--- src/rtl/key_debouncer.sv ---
// rtl/key_debouncer.sv - synchronise, debounce and edge-detect active-low push-buttons
//
// Purpose: each raw active-low key is passed through a two-flop synchroniser.
// A per-key counter then requires DEBOUNCE_CYCLES consecutive cycles of
// disagreement with the current debounced level before the level flips.
// Channels are fully independent.
//
// Ports:
//   clk          system clock
//   reset_n      asynchronous active-low reset (deassertion synchronised externally)
//   key_sw       raw keys, active-low, asynchronous to clk, bouncing
//   key_level    debounced level, active-high (1 = pressed)
//   key_pressed  one-cycle pulse on the first cycle key_level shows a press
//   key_released one-cycle pulse on the first cycle key_level shows a release
//   key_toggle   flips on every accepted press
module key_debouncer #(
  parameter int N_KEYS          = 4,
  parameter int DEBOUNCE_CYCLES = 500000,
  parameter int CNT_W           = $clog2(DEBOUNCE_CYCLES)
) (
  input  logic              clk,
  input  logic              reset_n,
  input  logic [N_KEYS-1:0] key_sw,
  output logic [N_KEYS-1:0] key_level,
  output logic [N_KEYS-1:0] key_pressed,
  output logic [N_KEYS-1:0] key_released,
  output logic [N_KEYS-1:0] key_toggle
);

  // Counter value on the edge that accepts a new level.
  localparam logic [CNT_W-1:0] CNT_LAST = CNT_W'(DEBOUNCE_CYCLES - 1);

  logic [N_KEYS-1:0] sync1;
  logic [N_KEYS-1:0] sync2;
  logic [CNT_W-1:0]  cnt [N_KEYS];
  logic [N_KEYS-1:0] mismatch;

  // Synchronised key is active-low; a set bit means it disagrees with key_level.
  assign mismatch = (~sync2) ^ key_level;

  always_ff @(posedge clk or negedge reset_n) begin
    if (!reset_n) begin
      sync1        <= '1;
      sync2        <= '1;
      key_level    <= '0;
      key_pressed  <= '0;
      key_released <= '0;
      key_toggle   <= '0;
      for (int i = 0; i < N_KEYS; i++) begin
        cnt[i] <= '0;
      end
    end else begin
      sync1        <= key_sw;
      sync2        <= sync1;
      key_pressed  <= '0;
      key_released <= '0;
      for (int i = 0; i < N_KEYS; i++) begin
        if (!mismatch[i]) begin
          // Any return to agreement discards the partial count.
          cnt[i] <= '0;
        end else if (cnt[i] == CNT_LAST) begin
          cnt[i]       <= '0;
          key_level[i] <= ~key_level[i];
          if (!key_level[i]) begin
            key_pressed[i] <= 1'b1;
            key_toggle[i]  <= ~key_toggle[i];
          end else begin
            key_released[i] <= 1'b1;
          end
        end else begin
          cnt[i] <= cnt[i] + CNT_W'(1);
        end
      end
    end
  end

endmodule
--- config.mk ---
export PLATFORM = sky130hd
export DESIGN_NAME = key_debouncer
export DESIGN_NICKNAME = d
export VERILOG_FILES = /design/src/rtl/key_debouncer.sv
export SDC_FILE = /design/constraint.sdc
export NUM_CORES = 1
export LEC_CHECK = 0
export BUFFER_PORTS_ARGS = -buffer_cell sky130_fd_sc_hd__buf_4
export CAP_MARGIN = 40
export CORE_ASPECT_RATIO = 0.7
export CORE_MARGIN = 3
export CORE_UTILIZATION = 66
export DETAILED_ROUTE_END_ITERATION = 10
export HOLD_SLACK_MARGIN = 0.06
export PLACE_DENSITY = 0.94
export SLEW_MARGIN = 30
export SYNTH_ARGS = -nofsm -noshare
export SYNTH_HDL_FRONTEND = slang
export SYNTH_SLANG_ARGS = --single-unit
--- constraint.sdc ---
create_clock -name clk -period 4.3 [get_ports clk]
set_input_delay 0.43 -clock clk [delete_from_list [all_inputs] [get_ports clk]]
set_output_delay 0.43 -clock clk [all_outputs]
set_load 0.01 [all_outputs]
# [Word level (Yosys, flattened, before mapping)]
# Index checks and enable logic that the tools add are counted.
# W data, S select, Z words.
[totals] reg_bits=100
[op_classes] n_reduce_logical=8 n_addsub=4 eq_ne=4 mux=32 bitwise=10
[ops] op="$mux W19" n=8
[ops] op="$add A19 B1 Y19 const B" n=4
[ops] op="$eq A19 B19 Y1 const B" n=4
[ops] op="$mux W1" n=24
[ops] op="$reduce_and A3 Y1" n=4
[ops] op="$not A1 Y1" n=8
[ops] op="$reduce_and A2 Y1" n=4
[ops] op="$not A4 Y4" n=1
[ops] op="$xor A4 B4 Y4" n=1

# [Logic depth before layout (Yosys ltp)]
# Gate-level depths: netlist of run 1.
[logic_depth] depth_word=3 ltp_mapped=6

# [Worst setup path before layout of run 1]
# No wires, ideal clock.
[synth_timing] path_type="register to register" from="register cnt[64] (netlist bit)" to="register cnt[64] (netlist bit)" stages_incl_launch_ff=7 t_arrival_ns=1.855 slack_ns=2.326 synth_period_minus_slack_ns=1.974 cell_sequence="dfrtp_1 -> buf_6 -> or4b_1 -> or4_4 -> o21ai_4 -> buf_6 -> nor2_1"
[synth_between] elab_chain_len=3 elab_cells_between_ends=4 cone_classes="add/sub: 1; eq/ne: 1; mux: 2"
[synth_rtl] item="start, declared" line="35" text="logic [CNT_W-1:0] cnt [N_KEYS];"
[synth_rtl] item="start signal, assigned by index" line="71" text="cnt[i] <= cnt[i] + CNT_W'(1);"
[synth_rtl] item="$add A19 B1 Y19 / $eq A19 B19 Y1 (equally long branches)" line="71, 61"
[synth_rtl] item="$mux W19 *" line="61" text="end else if (cnt[i] == CNT_LAST) begin"
[synth_rtl] item="$mux W19 *" line="58" text="if (!mismatch[i]) begin"
# Mark *: on every way between the ends. The rest lies on a longest branch, timed or not.
# A chain may end at the register's enable or synchronous reset.

# [Worst setup path in the final report of run 1]
[layout_timing] from="register cnt[30] (netlist bit)" to="register cnt[30] (netlist bit)"
# Same word-level chain as after synthesis.

==> impl_metrics.py, run 1 <==
metrics = {
    "synthesis": {
        "syn_inst": 463,
        "synth.yosys.seq_area_share": 0.536,
        "yosysUniqueCellTypes": 39,
        "ys_seq_elements": 100,
        "yosys_warnings": 0,
        "syn_nets": 473,
        "syn_avg_cell_area_um2": 10.1,
        "postSynth.asyncResetShare": 1.00,
        "syn_area_um2": 4690,
        "synthFlopType": "dfrtp_1",
        "synth_edf_count": 0,
    },
    "run_status": {
        "run_status": "finished, final reports clean",
    },
    "finish": {
        "area_delta_synth_final_pct": 10.2,
        "final_cell_mix": "dfrtp_1 (92), nor2_1 (80), xnor2_1 (55)",
        "num_antenna_cells": 0,
        "final_common_cell": "dfrtp_1",
        "nets": 498,
        "stdcell_count": 587,
        "postLayoutCoreUtil": 0.758,
        "layout-drive-gt1-share": 0.114,
        "nFillCells": 465,
    },
    "grt": {
        "grt_max_degree": 62,
        "grt_pass1_vias": 3617,
        "grt.overflow.total": 0,
        "grtUsageTotal": 0.257,
        "grt_antenna_before_repair": 0,
        "grt_pass1_wl_mm": 16.7,
    },
    "drt": {
        "totalWireLength_mm": 9.63,
        "drtIter0Drc": 226,
        "drc": 0,
        "vias": 3605,
        "wl_per_cell_um": 16.4,
        "firstDrtPassIters": 5,
        "antenna_left": 0,
        "viasPerCell": 6.14,
    },
    "setup_path": {
        "cp_data_arrival_time_ns": 2.53,
        "worstSetupStartpointType": "register",
        "path_max_fanout": 16,
        "worstPathRequired_ns": 4.52,
        "cp-end-kind": "register",
        "crit_type": "reg2reg",
    },
    "power_and_ir_drop": {
        "finalPower_w": 0.00171,
        "irDropWorstVdd_uv": 279,
        "power.density_nw_per_um2": 331,
        "p_leak_nw": 2.05,
    },
    "floorplanning": {
        "die_height_um": 76.5,
        "die_area_um2": 8170,
        "rows": 25,
        "pin_count": 22,
        "start_util": 0.688,
        "die_w_um": 107,
        "core-area_um2": 6820,
    },
    "sta": {
        "layout_worst_path_cycle_share": 0.537,
        "worst_slew_pin_slew_ns": 0.722,
        "fin_skew_ns": 0.00996,
        "setup_tns_ns": 0,
        "setup_viol": 0,
        "fmax_ghz": 0.433,
        "drv_slew": 0,
        "relSlewSlack": 0.519,
        "final_hold_viol_count": 0,
        "holdWs_ns": 0.113,
        "period_needed_ns": 2.31,
        "rsz0062_at_grt": "false",
    },
    "place": {
        "portBuffers": 21,
        "gp_congestion": 0.979,
        "hpwl_mm": 6.65,
        "placed_cells": 571,
    },
    "flow_run": {
        "cap_viol_max_count": 0,
    },
    "clocking": {
        "cts_buffer_depth": 2,
        "cts.repair.resized": 0,
        "clkLatencyLatePin_ns": 0.37,
        "cts.htree.levels": 3,
        "cts_made_buffers": 9,
        "root_buffer": "clkbuf_8",
        "post_cts_buffers": 0,
        "clkTransAtPathRegs_ns": 0.09,
        "clkSinkCount": 100,
        "cts_tree": "done",
        "ctsHoldBuffers": 0,
    },
    "min_path": {
        "hp-class": "in2async",
    },
}
-- registers in the layout, indices dropped and copies added (netlist names) --
signal,count
key_released,4
cnt,76
key_toggle,4
key_pressed,4
sync2,4
sync1,4
key_level,4
-- cell usage after synthesis (all sizes together) (2+ instances only) --
cell type	n	share of area
dfrtp	92	0.49
nor2	80	0.064
xnor2	55	0.10
nor4	32	0.044
nand3	28	0.031
nand2	20	0.016
nand4	20	0.027
nor3	20	0.021
inv	16	0.013
o21ai	15	0.019
and3	14	0.019
xor2	12	0.022
dfstp	8	0.045
a21oi	7	0.0075
nor4b	6	0.011
clkbuf	5	0.0040
or4	5	0.0088
ha	4	0.011
or3	4	0.0053
buf	3	0.0064
nor4bb	3	0.0064
o221ai	3	0.0056
or4b	2	0.0043
-- metrics by stage --
stage	instance area, um2	setup WS (ns)
detailed placement	4930	2.03
floorplan	4690	2.33
global placement	4920	2.13
global route	5170	1.86
CTS	5170	2.00
finish	5170	1.99
-- logic make-up after synthesis --
kind of cell | count (synthesis) | synth area share
DFF | 100 | 0.536
AOI/OAI and AO/OA | 27 | 0.0357
muxes | 1 | 0.00213
xor gates and xnor gates | 67 | 0.125
and+or+nand+nor | 240 | 0.268
buffers and inverters | 24 | 0.0232
adders and majority gates | 4 | 0.0107
-- layer usage --
metal  vias up  GRT usage  routed length, um
li1       1686          -                  -
met1      1747      0.337               4170
met2       145      0.410               4630
met3        27     0.0711                627
met4         0     0.0983                203
met5         -          0                  0
-- critical path: stages (launching register included) --
cell and delay, ns:
dfrtp_1 0.44, or4b_1 0.55, or3_1 0.47, o21ai_2 0.56
nor2_1 0.13
-- power breakdown --
part / total, W / internal (W) / switching (W)
clock network: 0.000689 / 0.000374 / 0.000316
registers: 0.000970 / 0.000956 / 0.0000146
logic: 0.0000508 / 0.0000149 / 0.0000360
total: 0.00171 / 0.00134 / 0.000366
-- final cells by class --
cell class                      count  area [um2]  share of cell area
Inverter                           16        60.1              0.0116
Timing Repair Buffer               22         165              0.0320
Multi-Input combinational cell    339        2080               0.402
Clock inverter                      4        70.1              0.0136
Clock buffer                       12         165              0.0320
Tap cell                           94         118              0.0228
Sequential cell                   100        2510               0.486
-- path summary, 6_finish.rpt --
| check | start | to | slack [ns] | cells past startpoint |
|---|---|---|---|---|
| setup / recovery | cnt[30] | cnt[30] | 1.99 | 4 |
| hold / removal | reset_n | cnt[52] | 0.11 | 1 |
| hold reg to reg | sync1[3] | sync2[3] | 0.36 | 0 |
| max in group asynchronous | reset_n | sync1[3] | 3.19 | 2 |
| setup reg to reg | cnt[30] | cnt[30] | 1.99 | 4 |
| min in group clk | key_sw[0] | sync1[0] | 0.15 | 1 |
Power figures use the tool's default switching activity.
==> run 2, diff against run 1 <==
--- a/config.mk
+++ b/config.mk
@@ -9,10 +9,10 @@
 export CAP_MARGIN = 40
 export CORE_ASPECT_RATIO = 0.7
 export CORE_MARGIN = 3
-export CORE_UTILIZATION = 66
+export CORE_UTILIZATION = 61
 export DETAILED_ROUTE_END_ITERATION = 10
 export HOLD_SLACK_MARGIN = 0.06
-export PLACE_DENSITY = 0.94
+export PLACE_DENSITY = 0.88
 export SLEW_MARGIN = 30
 export SYNTH_ARGS = -nofsm -noshare
 export SYNTH_HDL_FRONTEND = slang
==> constraint.sdc (replaced) <==
create_clock -name clk -period 2.29 [get_ports clk]
set_input_delay 0.229 -clock clk [delete_from_list [all_inputs] [get_ports clk]]
set_output_delay 0.229 -clock clk [all_outputs]
set_load 0.01 [all_outputs]
==> run 2 against run 1 <==
Design area is 1.5% higher. Clock power grew 57%. Via count decreased by 1.8%. Sequential share of layout area is 0.70 points lower. Non-clock buffer count rose by 15. Sequential power grew 88%. Clock skew grew 0.0019 ns.
==> impl_metrics.py, run 2 (same netlist as run 1, synthesis figures left out) <==
metrics = {
    "clocking": {
        "post_cts_buffers": 0,
        "cts.repair.resized": 0,
        "root_buffer": "clkbuf_8",
        "clkSinkCount": 100,
        "cts.htree.levels": 3,
        "cts_made_buffers": 9,
        "clkLatencyLatePin_ns": 0.38,
        "cts_tree": "done",
        "clkTransAtPathRegs_ns": 0.10,
        "cts_buffer_depth": 2,
    },
    "sta": {
        "fmax_ghz": 0.474,
        "drv_slew": 0,
        "setup_tns_ns": 0,
        "rsz0062_at_grt": "false",
        "period_needed_ns": 2.11,
        "setup_ws_ns": 0.180,
        "worst_slew_pin_slew_ns": 0.599,
        "fin_skew_ns": 0.0118,
        "setup_viol": 0,
        "final_hold_viol_count": 0,
        "relSlewSlack": 0.597,
        "layout_worst_path_cycle_share": 0.921,
        "holdWs_ns": 0.355,
    },
    "finish": {
        "final_common_cell": "dfrtp_1",
        "stdcell_count": 606,
        "regMostFlops": "cnt",
        "design_area_um2": 5240,
        "layout-drive-gt1-share": 0.126,
        "nets": 513,
        "num_antenna_cells": 0,
        "final_cell_mix": "dfrtp_1 (92), nor2_1 (80), xnor2_1 (55)",
        "area_delta_synth_final_pct": 11.8,
        "largest_reg_flops": 76,
    },
    "setup_path": {
        "cp_cell_sequence": "or4b_1, or4_4, o21ai_4, nor2_1",
        "crit_type": "reg2reg",
        "cp-end-kind": "register",
        "worstSetupStartpointType": "register",
        "path_max_fanout": 17,
        "worstPathRequired_ns": 2.55,
        "cp_data_arrival_time_ns": 2.37,
        "cp_slowest_cell": "or4b_1",
        "cpPeakStageDelay_ns": 0.52,
    },
    "floorplanning": {
        "die_height_um": 79.4,
        "die_w_um": 111,
        "pin_count": 22,
        "core-area_um2": 7380,
        "start_util": 0.635,
        "die_area_um2": 8790,
        "rows": 26,
    },
    "place": {
        "portBuffers": 21,
        "placed_area_um2": 5000,
        "dp_slack_ns": 0.189,
        "gp_congestion": 0.826,
        "hpwl_mm": 6.54,
        "placed_cells": 585,
    },
    "drt": {
        "drtIter0Drc": 190,
        "antenna_left": 0,
        "vias": 3539,
        "wl_per_cell_um": 14.9,
        "totalWireLength_mm": 9.03,
        "viasPerCell": 5.84,
        "firstDrtPassIters": 4,
        "drc": 0,
    },
    "grt": {
        "grt_pass1_vias": 3448,
        "grt.overflow.total": 0,
        "grtUsageTotal": 0.225,
        "grt_antenna_before_repair": 0,
        "grt_pass1_wl_mm": 16.0,
        "grt_max_degree": 49,
    },
    "flow_run": {
        "cap_viol_max_count": 0,
    },
    "min_path": {
        "hp-class": "reg2reg",
    },
    "run_status": {
        "run_status": "finished, final reports clean",
    },
    "power_and_ir_drop": {
        "p_leak_nw": 2.09,
        "irDropWorstVdd_uv": 384,
        "power.density_nw_per_um2": 574,
    },
}
run 2: critical path, delay by kind of cell, from the launching register on:
family,cells,cell delay [ns]
and+or+nand+nor,3,1.09
DFF,1,0.46
AOI/OAI and AO/OA,1,0.42
run 2: routing by layer:
layer	vias up	part of all wire	GRT usage
met3	16	0.048	0.0538
met5	-	0	0
met1	1721	0.48	0.315
li1	1723	-	-
met2	79	0.46	0.342
met4	0	0.018	0.0935
run 2: path summary, 6_finish.rpt:
kind | from | to | slack (ns) | depth (start not counted)
max | cnt[64] | cnt[66] | 0.18 | 4
min | sync1[0] | sync2[0] | 0.35 | 0
max reg2reg | cnt[64] | cnt[66] | 0.18 | 4
min reg2reg | sync1[0] | sync2[0] | 0.35 | 0
max in group asynchronous | reset_n | cnt[8] | 1.17 | 3
min in group asynchronous | reset_n | cnt[70] | 0.37 | 2
run 2: power by group:
part,switching (W),internal [W]
logic,0.0000700,0.0000400
registers,0.0000262,0.00179
clock network,0.000659,0.000422
total,0.000755,0.00226
run 2: cell type report:
class	count	area [um2]
Clock buffer	9	124
Inverter	16	60.1
Sequential cell	100	2510
Tap cell	98	123
Timing Repair Buffer	37	290
Multi-Input combinational cell	339	2070
Clock inverter	7	63.8
Fill cell	541	2140
run 2: metrics by stage:
step           total power [W]   util
2_1_floorplan          0.00189      -
3_3_place_gp           0.00196  0.678
3_5_place_dp           0.00196  0.678
4_1_cts                0.00305  0.710
5_1_grt                0.00313  0.710
6_report               0.00301  0.710
run 2: timing repair:
item	in CTS	in global routing
endpoints found under the hold margin	44	0
hold buffers	5	0
endpoints found under the setup margin	0	0
==> run 3, diff against run 2 <==
--- a/config.mk
+++ b/config.mk
@@ -7,13 +7,14 @@
 export LEC_CHECK = 0
 export BUFFER_PORTS_ARGS = -buffer_cell sky130_fd_sc_hd__buf_4
 export CAP_MARGIN = 40
-export CORE_ASPECT_RATIO = 0.7
+export CORE_ASPECT_RATIO = 1.1
 export CORE_MARGIN = 3
 export CORE_UTILIZATION = 61
 export DETAILED_ROUTE_END_ITERATION = 10
 export HOLD_SLACK_MARGIN = 0.06
 export PLACE_DENSITY = 0.88
-export SLEW_MARGIN = 30
+export RECOVER_POWER = 50
+export SLEW_MARGIN = 25
 export SYNTH_ARGS = -nofsm -noshare
 export SYNTH_HDL_FRONTEND = slang
 export SYNTH_SLANG_ARGS = --single-unit
==> run 3 against run 2 <==
Non-clock buffer count shrank 1. Fmax shrank 0.10%. Combinational power is essentially flat. Utilization grew 0.61 points. Clock skew is essentially flat. Design area shrank 1.0%. Register-to-register slack is essentially flat. Final cell count grew 0.50%. Global-route usage shrank 0.24 points. Largest cell class unchanged. Largest power group unchanged.
==> impl_metrics.py, run 3 (same netlist as run 1, synthesis figures left out) <==
metrics = {
    "power_and_ir_drop": {
        "p_sw_frac": 0.224,
        "p_leak_nw": 2.02,
        "irDropWorstVdd_uv": 352,
        "power.internal_w": 0.00234,
        "power.density_nw_per_um2": 582,
        "seqPwrFrac": 0.603,
        "switching_power_w": 0.000677,
        "comb_power_share": 0.036,
        "clock_power_share": 0.361,
    },
    "min_path": {
        "worst_hold_path.num_cells": 0,
        "min-delay-start": "sync1[3]",
        "holdPathEnd": "sync2[3]",
        "hp-class": "reg2reg",
    },
    "clocking": {
        "root_buffer": "clkbuf_8",
        "cts_tree": "done",
        "clkTransAtPathRegs_ns": 0.09,
        "cts.repair.resized": 0,
        "cts_made_buffers": 9,
        "cts.htree.levels": 3,
        "clkLatencyLatePin_ns": 0.36,
        "cts_buffer_depth": 2,
        "clkSinkCount": 100,
    },
    "setup_path": {
        "path_max_fanout": 17,
        "worstSetupStartpointType": "register",
        "worstPathRequired_ns": 2.52,
        "worstRegToRegCells": 4,
        "crit-reg2reg-launch": "cnt[64]",
        "cp-end-kind": "register",
        "rrSetupSlack_ns": 0.18,
        "rr_endpoint": "cnt[71]",
        "crit_type": "reg2reg",
        "cp_data_arrival_time_ns": 2.34,
    },
    "sta": {
        "drv_slew": 0,
        "layout_worst_path_cycle_share": 0.922,
        "relSlewSlack": 0.337,
        "setup_viol": 0,
        "fin_skew_ns": 0.0113,
        "rsz0062_at_grt": "false",
        "setup_tns_ns": 0,
        "period_needed_ns": 2.11,
        "worst_slew_pin_slew_ns": 0.995,
        "fmax_ghz": 0.473,
        "final_hold_viol_count": 0,
    },
    "flow_run": {
        "cap_viol_max_count": 0,
    },
    "place": {
        "gp_congestion": 0.929,
        "placed_area_um2": 5010,
        "placed_cells": 588,
        "portBuffers": 21,
        "hpwl_mm": 6.06,
    },
    "grt": {
        "grt_antenna_before_repair": 0,
        "grt_max_degree": 43,
        "grt_pass1_vias": 3458,
        "grt.overflow.total": 0,
        "grt_pass1_wl_mm": 15.7,
        "grtUsageTotal": 0.223,
    },
    "finish": {
        "layout-drive-gt1-share": 0.0947,
        "area_delta_synth_final_pct": 10.6,
        "final_common_cell": "dfrtp_1",
        "regMostFlops": "cnt",
        "largest_reg_flops": 76,
        "final_cell_mix": "dfrtp_1 (92), nor2_1 (80), xnor2_1 (55)",
        "num_antenna_cells": 0,
        "design_area_um2": 5190,
        "nets": 512,
        "postLayoutCoreUtil": 0.716,
        "stdcell_count": 609,
    },
    "drt": {
        "vias": 3541,
        "viasPerCell": 5.81,
        "drc": 0,
        "totalWireLength_mm": 8.91,
        "wl_per_cell_um": 14.6,
        "firstDrtPassIters": 5,
        "drtIter0Drc": 203,
        "antenna_left": 0,
    },
    "floorplanning": {
        "die_height_um": 98.0,
        "pin_count": 22,
        "die_w_um": 89.6,
        "start_util": 0.647,
        "core-area_um2": 7250,
        "rows": 32,
        "die_area_um2": 8780,
    },
    "run_status": {
        "run_status": "finished, final reports clean",
    },
}
[run 3: cell count changes in the layout (fill, tap and decap cells not counted), sizes merged]
cell	previous run	this run
clkbuf	9	31
buf	32	12
inv	21	16
bufinv	0	1
clkinvlp	0	1
[run 3: area by class of cell]
type	count	area, um2
Timing Repair Buffer	36	233
Tap cell	102	128
Sequential cell	100	2510
Fill cell	529	2060
Multi-Input combinational cell	339	2070
Clock buffer	12	135
Inverter	16	60.1
Clock inverter	4	51.3
[run 3: per-layer routing]
metal  global-route usage  vias to the layer above  share of wire
li1                     -                     1708              -
met1                0.306                     1728           0.45
met2                0.346                       88           0.49
met3               0.0439                       17          0.041
met4               0.0893                        0          0.024
met5                    0                        -              0
[run 3: stage by stage]
step / worst slack (ns) / total power, W / hold slack, ns
floorplan: 0.316 / 0.00189 / -0.0666
global placement: 0.256 / 0.00196 / 0.247
detailed placement: 0.178 / 0.00196 / 0.253
CTS: 0.165 / 0.00305 / 0.359
global route: 0.0873 / 0.00314 / 0.354
finish: 0.178 / 0.00302 / 0.357
[run 3: power by group through the flow]
stage	Combinational, W	Sequential [W]	Clock [W]
finish	0.000108	0.00182	0.00109
global route	0.000125	0.00182	0.00119
CTS	0.000117	0.00182	0.00112
detailed placement	0.000109	0.00185	0
global placement	0.000106	0.00185	0
floorplan	0.0000464	0.00185	0
[run 3: worst max path at each step]
stage	start	to	slack, ns
2_1_floorplan	cnt[64]	cnt[64]	0.32
3_3_place_gp	cnt[64]	cnt[60]	0.26
3_5_place_dp	cnt[64]	cnt[64]	0.18
4_1_cts	cnt[64]	cnt[71]	0.17
5_1_grt	cnt[64]	cnt[71]	0.09
6_report	cnt[64]	cnt[71]	0.18
[run 3: what timing repair did]
item,4_1_cts,5_1_grt
endpoints found under the hold margin,44,0
buffers inserted,0,0
hold buffers,5,0
[run 3: critical path, cell delays in order (launching register included)]
cell     delay [ns]
dfrtp_1        0.46
or4b_1         0.52
or4_4          0.47
o21ai_4        0.42
nor2_1         0.11
